File: src/rtl/xf100_ifu.sv
// ---------------------------------------------------------------------------
// xf100_ifu -- instruction fetch unit for the XF100 core
//
// Purpose:
//   Fetches 32-bit instructions from a synchronous instruction RAM that
//   returns data one cycle after its read strobe. Returned words are held
//   with their PCs in a 2-entry FIFO that feeds the execute stage over a
//   valid/ready handshake. A downstream redirect flushes everything in
//   flight and restarts fetch at the new target.
//
// Parameters:
//   RESET_PC  first fetch address after reset
//   IRAM_AW   instruction RAM word-address width
//
// Ports:
//   clk              sole clock, rising edge
//   rst              synchronous active-high reset
//   ifu_o_ram_cs     instruction RAM read strobe
//   ifu_o_ram_addr   RAM word address (fetch_pc[IRAM_AW+1:2])
//   ifu_i_ram_rdat   RAM read data, valid one cycle after the strobe
//   ifu_o_valid      instruction available at the buffer head
//   ifu_i_ready      execute stage accepts the head instruction this cycle
//   ifu_o_instr      head instruction
//   ifu_o_pc         PC of the head instruction
//   ifu_i_redir_en   redirect request (branch/jump)
//   ifu_i_redir_pc   redirect target
//   ifu_o_misalign   sticky misaligned-redirect flag (optional, see below)
//
// Configuration:
//   XF100_IFU_MISALIGN_CHK_EN  when defined, a redirect to a target with
//   nonzero low bits flushes, raises ifu_o_misalign and halts fetch until
//   reset or an aligned redirect. When undefined, the port is absent and
//   the target's low two bits are ignored.
// ---------------------------------------------------------------------------
module xf100_ifu #(
  parameter logic [31:0] RESET_PC = 32'h0000_0000,
  parameter int          IRAM_AW  = 12
) (
  input  logic               clk,
  input  logic               rst,
  output logic               ifu_o_ram_cs,
  output logic [IRAM_AW-1:0] ifu_o_ram_addr,
  input  logic [31:0]        ifu_i_ram_rdat,
  output logic               ifu_o_valid,
  input  logic               ifu_i_ready,
  output logic [31:0]        ifu_o_instr,
  output logic [31:0]        ifu_o_pc,
  input  logic               ifu_i_redir_en,
  input  logic [31:0]        ifu_i_redir_pc
`ifdef XF100_IFU_MISALIGN_CHK_EN
  ,
  output logic               ifu_o_misalign
`endif
);

  // Fetch state
  logic [31:0] fetch_pc_q,    fetch_pc_d;
  logic        inflight_q,    inflight_d;
  logic [31:0] inflight_pc_q, inflight_pc_d;

  // Instruction buffer: 2 entries addressed by 1-bit read/write pointers
  logic [31:0] ent_pc_q    [2];
  logic [31:0] ent_pc_d    [2];
  logic [31:0] ent_instr_q [2];
  logic [31:0] ent_instr_d [2];
  logic        rd_ptr_q, rd_ptr_d;
  logic        wr_ptr_q, wr_ptr_d;
  logic [1:0]  count_q,  count_d;

`ifdef XF100_IFU_MISALIGN_CHK_EN
  logic        misalign_q, misalign_d;
  logic        redir_bad;
`else
  logic        redir_lsb_unused;
`endif

  logic [31:0] redir_pc_eff;
  logic        fetch_halt;
  logic        push;
  logic        pop;
  logic [2:0]  demand;
  logic [2:0]  room;

  // Effective redirect target and the fetch-halt condition. Without the
  // misalignment checker the low target bits are simply discarded.
`ifdef XF100_IFU_MISALIGN_CHK_EN
  assign redir_pc_eff = ifu_i_redir_pc;
  assign redir_bad    = |ifu_i_redir_pc[1:0];
  assign fetch_halt   = misalign_q;
`else
  assign redir_pc_eff     = {ifu_i_redir_pc[31:2], 2'b00};
  assign redir_lsb_unused = ^ifu_i_redir_pc[1:0];
  assign fetch_halt       = 1'b0;
`endif

  // Head of the buffer drives the execute stage; everything reads zero
  // while reset is asserted or the buffer is empty.
  assign ifu_o_valid = !rst && (count_q != 2'd0);
  assign ifu_o_instr = ifu_o_valid ? ent_instr_q[rd_ptr_q] : 32'h0;
  assign ifu_o_pc    = ifu_o_valid ? ent_pc_q[rd_ptr_q]    : 32'h0;

`ifdef XF100_IFU_MISALIGN_CHK_EN
  assign ifu_o_misalign = misalign_q && !rst;
`endif

  // A word returns exactly one cycle after each strobe, so the in-flight
  // bit doubles as the push enable for the returning data.
  assign push = inflight_q;
  assign pop  = ifu_o_valid && ifu_i_ready;

  // Slot accounting: buffered words plus the word already in flight must
  // leave room for the new request. A head being popped this cycle frees
  // its slot in time, which is what lets fetch sustain one instruction per
  // cycle with only two entries.
  assign demand = {1'b0, count_q} + {2'b00, inflight_q};
  assign room   = 3'd2 + {2'b00, pop};

  assign ifu_o_ram_cs   = !rst && !ifu_i_redir_en && !fetch_halt && (demand < room);
  assign ifu_o_ram_addr = fetch_pc_q[IRAM_AW+1:2];

  // Next-state logic: issue, push of the returning word, pop on transfer,
  // and finally a redirect which overrides the buffer and fetch state.
  always_comb begin
    fetch_pc_d    = fetch_pc_q;
    inflight_d    = 1'b0;
    inflight_pc_d = inflight_pc_q;
    ent_pc_d      = ent_pc_q;
    ent_instr_d   = ent_instr_q;
    rd_ptr_d      = rd_ptr_q;
    wr_ptr_d      = wr_ptr_q;
    count_d       = count_q;
`ifdef XF100_IFU_MISALIGN_CHK_EN
    misalign_d    = misalign_q;
`endif

    if (ifu_o_ram_cs) begin
      fetch_pc_d    = fetch_pc_q + 32'd4;
      inflight_d    = 1'b1;
      inflight_pc_d = fetch_pc_q;
    end

    if (push) begin
      ent_pc_d[wr_ptr_q]    = inflight_pc_q;
      ent_instr_d[wr_ptr_q] = ifu_i_ram_rdat;
      wr_ptr_d              = ~wr_ptr_q;
    end

    if (pop) begin
      rd_ptr_d = ~rd_ptr_q;
    end

    count_d = count_q + {1'b0, push} - {1'b0, pop};

    // The transfer above (if any) has already been counted by the consumer;
    // everything else buffered or returning is stale and is dropped here.
    if (ifu_i_redir_en) begin
      fetch_pc_d = redir_pc_eff;
      inflight_d = 1'b0;
      rd_ptr_d   = 1'b0;
      wr_ptr_d   = 1'b0;
      count_d    = 2'd0;
`ifdef XF100_IFU_MISALIGN_CHK_EN
      misalign_d = redir_bad;
`endif
    end
  end

  // State registers with synchronous reset. Clearing in-flight on reset
  // guarantees the RAM return in the cycle after reset is never pushed.
  always_ff @(posedge clk) begin
    if (rst) begin
      fetch_pc_q     <= RESET_PC;
      inflight_q     <= 1'b0;
      inflight_pc_q  <= 32'h0;
      ent_pc_q[0]    <= 32'h0;
      ent_pc_q[1]    <= 32'h0;
      ent_instr_q[0] <= 32'h0;
      ent_instr_q[1] <= 32'h0;
      rd_ptr_q       <= 1'b0;
      wr_ptr_q       <= 1'b0;
      count_q        <= 2'd0;
`ifdef XF100_IFU_MISALIGN_CHK_EN
      misalign_q     <= 1'b0;
`endif
    end else begin
      fetch_pc_q     <= fetch_pc_d;
      inflight_q     <= inflight_d;
      inflight_pc_q  <= inflight_pc_d;
      ent_pc_q[0]    <= ent_pc_d[0];
      ent_pc_q[1]    <= ent_pc_d[1];
      ent_instr_q[0] <= ent_instr_d[0];
      ent_instr_q[1] <= ent_instr_d[1];
      rd_ptr_q       <= rd_ptr_d;
      wr_ptr_q       <= wr_ptr_d;
      count_q        <= count_d;
`ifdef XF100_IFU_MISALIGN_CHK_EN
      misalign_q     <= misalign_d;
`endif
    end
  end

endmodule
File: config.mk
export PLATFORM = sky130hd
export DESIGN_NAME = xf100_ifu
export DESIGN_NICKNAME = d
export VERILOG_FILES = /design/src/rtl/xf100_ifu.sv
export SDC_FILE = /design/constraint.sdc
export NUM_CORES = 1
export LEC_CHECK = 0
export CELL_PAD_IN_SITES_DETAIL_PLACEMENT = 0
export CELL_PAD_IN_SITES_GLOBAL_PLACEMENT = 1
export CORE_MARGIN = 2
export CORE_UTILIZATION = 41
export CTS_CLUSTER_DIAMETER = 120
export CTS_CLUSTER_SIZE = 12
export DETAILED_ROUTE_END_ITERATION = 8
export GPL_TIMING_DRIVEN = 0
export PLACE_DENSITY = 0.91
export SLEW_MARGIN = 20
export SYNTH_ARGS = -nofsm -noshare
export SYNTH_HDL_FRONTEND = slang
export SYNTH_SLANG_ARGS = --single-unit
File: constraint.sdc
create_clock -name clk -period 3.9 [get_ports clk]
set_input_delay 0.39 -clock clk [delete_from_list [all_inputs] [get_ports clk]]
set_output_delay 0.39 -clock clk [all_outputs]
set_load 0.01 [all_outputs]
==> reports/summary.md, run 1 <==
The flow ran to the end, and the final reports show no timing, DRC or antenna violations. Headroom to the max-slew limit came out at 45.3%. The source-to-sink clock delay at the later pin of the worst-skew pair was 0.43 ns; the length in cells of the worst reg-to-reg path was 7. Max-cap violations in this run came to 0. The detailed-routing iteration count for the pre-antenna-repair pass is 4, and the via density per instance is 5.06. The number of hold buffers added after CTS was 0. Most common cell after layout, fill and taps aside: nand2_1. During synthesis, Yosys emitted a total of 0 warnings.

The count of final hold-check violations came out at 0. The detailed router placed 7645 vias in this run. The worst-path cell with the longest stage delay is clkdlybuf4s50_1. The most instantiated flip-flop cell in the synthesis netlist was dfxtp_1. The tools report the number of antenna violations at the first check in global routing as 0. Global routing finished with a remaining overflow of 0. TritonCTS built the clock tree.

Number of rows created at floorplan: 51. The number of unique standard cell types used by synthesis is 54. The class of the tightest hold or removal check is register to register. From left edge to right edge, the die measures 146 µm. At the pin with the least slew margin, the transition time is 0.820 ns.

The H-tree generated during clock tree synthesis spans 4 levels. The post-placement cell count is 1479, and the number of antenna diodes is 0. At the end of the flow, the number of nets in the layout was 1306.

The time the final worst path needs with I/O delays and setup was 3.39 ns; the total clock buffers created by CTS was 17. Across the VDD grid, the largest voltage drop is 0.332 mV. For flop-to-flop paths, the worst setup slack is 1.24 ns. The critical path in this run is classified as register to output pin.

The beginning of the worst hold path is ent_instr_q[31]$_SDFFE_PP0P_. The post-detailed-routing wire length was 22.4 mm. The sequential element share of the synthesized area was 45.9%. Walking the worst path, the cells encountered are ha_1, o31ai_2, nand2_1, inv_2, clkbuf_1, clkdlybuf4s50_1.

The period utilization was 87.0%. For the synthesized cell area, the log shows 8240 µm². The core box area came out at 19600 µm². Kind of launch point of the worst setup path: a register.

The detail route stage leaves a number of antenna-violating nets equal to 0. For the worst setup path, the data required time is 3.51 ns. For the final routed database, the setup TNS stands at 0 ns. On the worst path, the slowest cell contributes a delay of 0.63 ns. Synthesis handed over a netlist of 1072 instances. The die boundary height was 146 µm.

The logs give 21200 µm² for the overall die area and 17 for the pin count of the biggest net entering global routing. The maximum fanout encountered on the critical timing path is 10. The first global-routing pass estimated 36.8 mm of wire. The logs give 0 for the number of failing setup endpoints in the final timing report and 0 for the setup fix buffers added after clock tree synthesis. The final weighted congestion in routability-driven placement was 0.849. The worst register-to-register path begins at inflight_q$_SDFF_PN0_. Number of synthesized flops with an enable pin: 0. At the worst endpoint, the arrival time is 3.00 ns. From synthesis to final layout, the design area changed by 28.0%. For this block, the initial DRC count from the detailed router was 383.

Of the cells placed in the final design, the portion with a size suffix greater than 1 is 4.66%. The clock sink count was 189. The number of buffers and inverters on the critical path is 3. The worst hold path terminates at ent_instr_q[31]$_SDFFE_PP0P_. The async set-reset flop share out of synthesis came out at 0%. Between clock sinks in the finished design, the worst skew comes to 0.00826 ns. Among cell families on the critical path, the largest total delay comes from buffers and inverters. For the final worst slack, the log shows 0.508 ns. The worst setup path is captured at an output pin. The max-slew violation count came out at 0.

The power per cell area is 382 nW/µm². Setup repair after global routing left no endpoint under its margin. The count of cells in the finished layout, fillers not included, comes to 1510. The run gives 21.1% as the total track usage. Prior to clock tree synthesis, the placed netlist has a worst setup slack of 0.594 ns. The post-cts sizing count was 0; the hold-critical path depth was 2. The total of buffers placed on input and output ports came out at 141. Number of flip-flops and latches in the synthesized netlist: 189. Dividing the detail-routed wire length by the instance count gives 14.8 µm. The number of global-route vias before repair is 7229, and the clock slew at the register clock pins of the worst setup and hold paths is 0.07 ns. I/O pin count: 146.

The endpoint of the most critical register-to-register path was fetch_pc_q[29]$_SDFFE_PP0P_. The tree is rooted in a clkbuf_16. The initial utilization of the core area, before any placement, comes to 42.0%. The HPWL after detailed placement is 16.0 mm.

For the leakage dissipation, the log shows 3.32 nW. Maximum clock insertion buffer count: 2. The library cells used most frequently in the layout, excluding fill and tap cells, are nand2_1 (349), dfxtp_1 (189), a21oi_1 (164). Dividing the synthesized area by the synthesized cell count gives 7.68 µm². Derived from the worst setup path, the maximum achievable clock frequency is 295 MHz.

Number of design rule violations left after detail routing: 0.
==> power by group <==
| group | leakage [nW] | total [W] | switching (W) | internal [W] |
|---|---|---|---|---|
| combinational | 1.52 | 0.000338 | 0.000187 | 0.000151 |
| sequential | 1.53 | 0.00203 | 0.0000520 | 0.00198 |
| clock | 0.273 | 0.00165 | 0.000758 | 0.000897 |
==> metal layers <==
| layer | global-route usage [%] | vias up | part of all wire [%] |
|---|---|---|---|
| met5 | 0 | - | 0 |
| met4 | 6.57 | 0 | 1.7 |
| met3 | 3.54 | 28 | 4.9 |
| met2 | 34.5 | 202 | 46 |
| met1 | 28.6 | 3516 | 47 |
| li1 | - | 3899 | - |
==> worst max path at each step <==
stage	startpoint	slack (ns)	to	cells after the start
after floorplan	inflight_q$_SDFF_PN0_	1.73	fetch_pc_q[25]$_SDFFE_PP0P_	7
after global placement	rst	0.61	ifu_o_pc[12]	6
after detailed placement	rst	0.59	ifu_o_pc[12]	6
after CTS	inflight_q$_SDFF_PN0_	0.51	ifu_o_ram_cs	6
after global routing	inflight_q$_SDFF_PN0_	0.28	ifu_o_ram_cs	6
final	inflight_q$_SDFF_PN0_	0.51	ifu_o_ram_cs	6
==> cell type report <==
| class | count | area (µm²) |
|---|---|---|
| Clock inverter | 13 | 118 |
| Clock buffer | 18 | 439 |
| Buffer | 89 | 388 |
| Tap cell | 265 | 332 |
| Multi-Input combinational cell | 784 | 4030 |
| Timing Repair Buffer | 141 | 1410 |
| Fill cell | 1932 | 9050 |
| Sequential cell | 189 | 3780 |
| Inverter | 11 | 41.3 |
==> logic make-up after synthesis <==
| family | Yosys count | share of synthesized area, % |
|---|---|---|
| simple gates | 492 | 24.9 |
| compound gates | 213 | 14.4 |
| flops | 189 | 45.9 |
| buf+inv | 100 | 5.21 |
| mux | 68 | 8.34 |
| fa+ha+maj | 5 | 0.760 |
| xor+xnor | 4 | 0.425 |
| other cells | 1 | 0.0455 |
==> cell usage after synthesis (all sizes together), types with 2 or more instances <==
cell	n	share of area, %
nand4	12	1.2
nor3	4	0.24
nand3	17	1.0
inv	10	0.46
o21ai	3	0.18
and3	5	0.38
or2	2	0.15
ha	5	0.76
nand2	349	16
nand3b	2	0.18
dfxtp	189	46
nor4	4	0.64
and2	4	0.30
a21oi	164	10
nor2	78	3.6
o211ai	12	1.1
clkbuf	55	2.5
mux2	5	0.68
o311ai	6	0.64
mux2i	63	7.7
a31oi	16	1.2
or3	9	0.68
xnor2	3	0.32
buf	34	2.2
nand2b	2	0.15
o22ai	2	0.15
==> flip-flops by register name, summed over array words and instances (netlist names) <==
| name | flops |
|---|---|
| wr_ptr_q | 1 |
| ent_instr_q | 64 |
| rd_ptr_q | 1 |
| fetch_pc_q | 30 |
| ent_pc_q | 60 |
| inflight_pc_q | 30 |
| count_q | 2 |
| inflight_q | 1 |
==> worst register-to-register path: stages (launching register included) <==
cell and delay (ns):
dfxtp_1 0.38, ha_1 0.23, ha_1 0.26, or3_1 0.40, nor2_1 0.43, nand4_2 0.33
or3_1 0.41, a31oi_1 0.15
==> per-stage QoR <==
stage	cell area [µm²]	total power [W]	utilization, %	hold slack (ns)
after floorplan	8240	0.00224	-	0.436
after global placement	9980	0.00241	51.0	0.441
after detailed placement	9980	0.00241	51.0	0.446
after CTS	10500	0.00404	53.8	0.455
after global routing	10500	0.00418	53.8	0.466
final	10500	0.00402	53.8	0.453
(Power assumes the default switching activity.)
==> run 2: changes to the inputs <==
--- a/config.mk
+++ b/config.mk
@@ -8,12 +8,13 @@
 export CELL_PAD_IN_SITES_DETAIL_PLACEMENT = 0
 export CELL_PAD_IN_SITES_GLOBAL_PLACEMENT = 1
 export CORE_MARGIN = 2
-export CORE_UTILIZATION = 41
+export CORE_UTILIZATION = 50
 export CTS_CLUSTER_DIAMETER = 120
 export CTS_CLUSTER_SIZE = 12
 export DETAILED_ROUTE_END_ITERATION = 8
+export DONT_BUFFER_PORTS = 1
 export GPL_TIMING_DRIVEN = 0
-export PLACE_DENSITY = 0.91
+export PLACE_DENSITY = 0.92
 export SLEW_MARGIN = 20
 export SYNTH_ARGS = -nofsm -noshare
 export SYNTH_HDL_FRONTEND = slang
==> reports/summary.md, run 2 (same netlist as run 1, synthesis figures left out) <==
The first global-routing pass estimated 34.6 mm of wire. Max-cap violations in this run came to 0. The run gives 353 MHz as the maximum achievable frequency.

The power per cell area works out to 439 nW/µm². Worst-path cell with the longest stage delay: dfxtp_1. The via density per instance is 5.44. The congestion estimate from routability-driven global placement came to 0.855.

The tools report the slack of the worst reg-to-reg path as 1.20 ns. The die covers 17500 µm². The sequential cell area in the final layout is 3780 µm². Across all layers, the routed design uses 7186 vias.

The clock slew at the register clock pins of the worst setup and hold paths is 0.07 ns. The maximum fanout encountered on the critical timing path works out to 10. Setup repair after global routing left no endpoint under its margin. The wire-length estimate of the detail-placed layout is 15.1 mm. Total clock buffers created by CTS: 17.

The hold-critical path depth was 2. The I/O pin count is 146. The tools report the source-to-sink clock delay at the later pin of the worst-skew pair as 0.43 ns.

The startpoint of the most critical register-to-register path is inflight_q$_SDFF_PN0_. The maximum clock insertion buffer count is 2, and the period utilization is 72.7%. The worst setup path is launched from a register. The number of design-rule violations left by the first detailed-router iteration is 530.

In this run the post-CTS setup repair buffer count came out at 0. CTS saw 189 sinks. The run gives 0 as the max-slew violation count.

At the worst endpoint, the required time is 3.51 ns. STA classifies the critical path endpoint as an output pin. The final total negative setup slack was 0 ns; the number of antenna-violating nets in the routed design was 0. Counting I/O delays and the setup requirement, the final critical path takes 2.84 ns. The tools report the number of antenna violations at the first check in global routing as 1. After floorplanning, the core was sized to cover 16000 µm².

For this design the static power due to leakage is 2.82 nW. The largest registers in the layout are ent_instr_q x64, ent_pc_q x60. The critical path in this run is classified as register to output pin.

The number of global-route vias before repair was 6696; the length in cells of the worst reg-to-reg path was 7. The floorplan step set the die height to 132 µm. In this run, post-CTS hold repair placed 0 buffers. The number of design rule violations left after detail routing is 0. The register with the most flip-flops in the layout has 64 of them.

The library cells used most frequently in the layout, excluding fill and tap cells, are nand2_1 (349), dfxtp_1 (189), a21oi_1 (164). After floorplanning, the core was divided into 46 placement rows. The clock tree root driver cell was clkbuf_16. The register with the most flip-flops is ent_instr_q.

The worst hold path terminates at ent_instr_q[22]$_SDFFE_PP0P_. The H-tree generated during clock tree synthesis spans 4 levels. The average wire per cell in the routed design is 16.3 µm. TritonCTS built the clock tree.

The startpoint identified for the worst hold timing path is ifu_i_ram_rdat[22]. The initial utilization of the core area, before any placement, comes to 51.5%. The die is 132 µm wide.

The class of the tightest hold or removal check was input port to register. The total overflow left after global routing is 0. Layout-stage area growth over the synthesis result: 10.5%. The post-detailed-routing wire length is 21.6 mm. The count of final hold-check violations was 0.

The worst-case IR drop observed on VDD is 0.325 mV. Largest delay contributor family on the critical path: buffers and inverters. The run finished with clean final reports.

Post-CTS repair changed the size of 0 cells. The transition at the pin with the smallest max-transition slack is 0.829 ns, and the proportion of layout cells with a drive suffix above 1 is 5.16%. Leaving out fill and tap cells, the most frequent cell in the layout is nand2_1. For the combined area of the multi-input logic cells, the log shows 4030 µm². The critical path goes through ha_1, o31ai_2, nand2_1, inv_2, clkbuf_1. The number of filler cells placed in the layout was 1608; the worst-case headroom to the max-slew limit was 44.8%. The highest cell delay on the worst timing path was 0.47 ns; the count of nets after finishing was 1165. The total track usage was 24.2%; the number of buffers and inverters on the critical path was 2. For the post-placement cell count, the log shows 1289. The total of buffers placed on input and output ports came out at 0. Entering global routing, the biggest net connects 17 pins. Between clock sinks in the finished design, the worst skew comes to 0.00765 ns. Detailed-routing iteration count for the pre-antenna-repair pass: 5. Leaving out filler cells and counting taps, the final layout contains 1322.

The tools report the overall power as 0.00399 W. In this run the critical register-to-register path is captured at fetch_pc_q[27]$_SDFFE_PP0P_. Data on the critical path arrives at its endpoint at 2.45 ns.

The run gives 0 as the number of failing setup endpoints in the final timing report.
[run 2: area by class of cell]
cell class                 instances  share of cell area (%)
inverter                          11                   0.454
clock inverter                     8                   0.908
buffer                            89                    4.26
multi-input combinational        784                    44.3
tap                              216                    2.97
clock buffer                      24                    5.52
antenna                            1                  0.0275
sequential                       189                    41.6
[run 2: worst reg2reg max path: stages, from the launching register on]
cell,delay (ns)
dfxtp_1,0.39
ha_1,0.24
ha_1,0.26
or3_1,0.41
nor2_1,0.43
nand4_2,0.32
or3_1,0.40
a31oi_1,0.17
[run 2: worst max path at each step]
stage / start / to / cells after the start
6_report: inflight_q$_SDFF_PN0_ / ifu_o_ram_cs / 5
5_1_grt: inflight_q$_SDFF_PN0_ / ifu_o_ram_cs / 5
4_1_cts: inflight_q$_SDFF_PN0_ / ifu_o_ram_cs / 5
3_5_place_dp: inflight_q$_SDFF_PN0_ / fetch_pc_q[27]$_SDFFE_PP0P_ / 7
3_3_place_gp: inflight_q$_SDFF_PN0_ / fetch_pc_q[25]$_SDFFE_PP0P_ / 7
2_1_floorplan: inflight_q$_SDFF_PN0_ / fetch_pc_q[25]$_SDFFE_PP0P_ / 7
[run 2: layer usage]
layer	vias to the layer above	share of wire, %	GRT usage (%)
met5	-	0	0
met4	0	2.4	8.12
met3	35	7.2	6.04
met2	244	46	39.2
met1	3292	44	31.7
li1	3615	-	-
[run 2: where the power goes]
part | internal [W] | total, W | switching, W
Sequential | 0.00198 | 0.00203 | 0.0000511
Clock | 0.000969 | 0.00171 | 0.000745
Combinational | 0.0000784 | 0.000245 | 0.000167
Total | 0.00303 | 0.00399 | 0.000963
[run 2: metrics by stage]
stage               area [µm²]  hold WS [ns]  setup WS (ns)  utilization (%)
floorplan                 8240         0.436           1.73                -
detailed placement        8510         0.446           1.28             53.2
finish                    9100        0.0860           1.06             56.9
global route              9100        0.0789          0.855             56.9
global placement          8510         0.441           1.30             53.2
CTS                       9090        0.0771           1.08             56.8
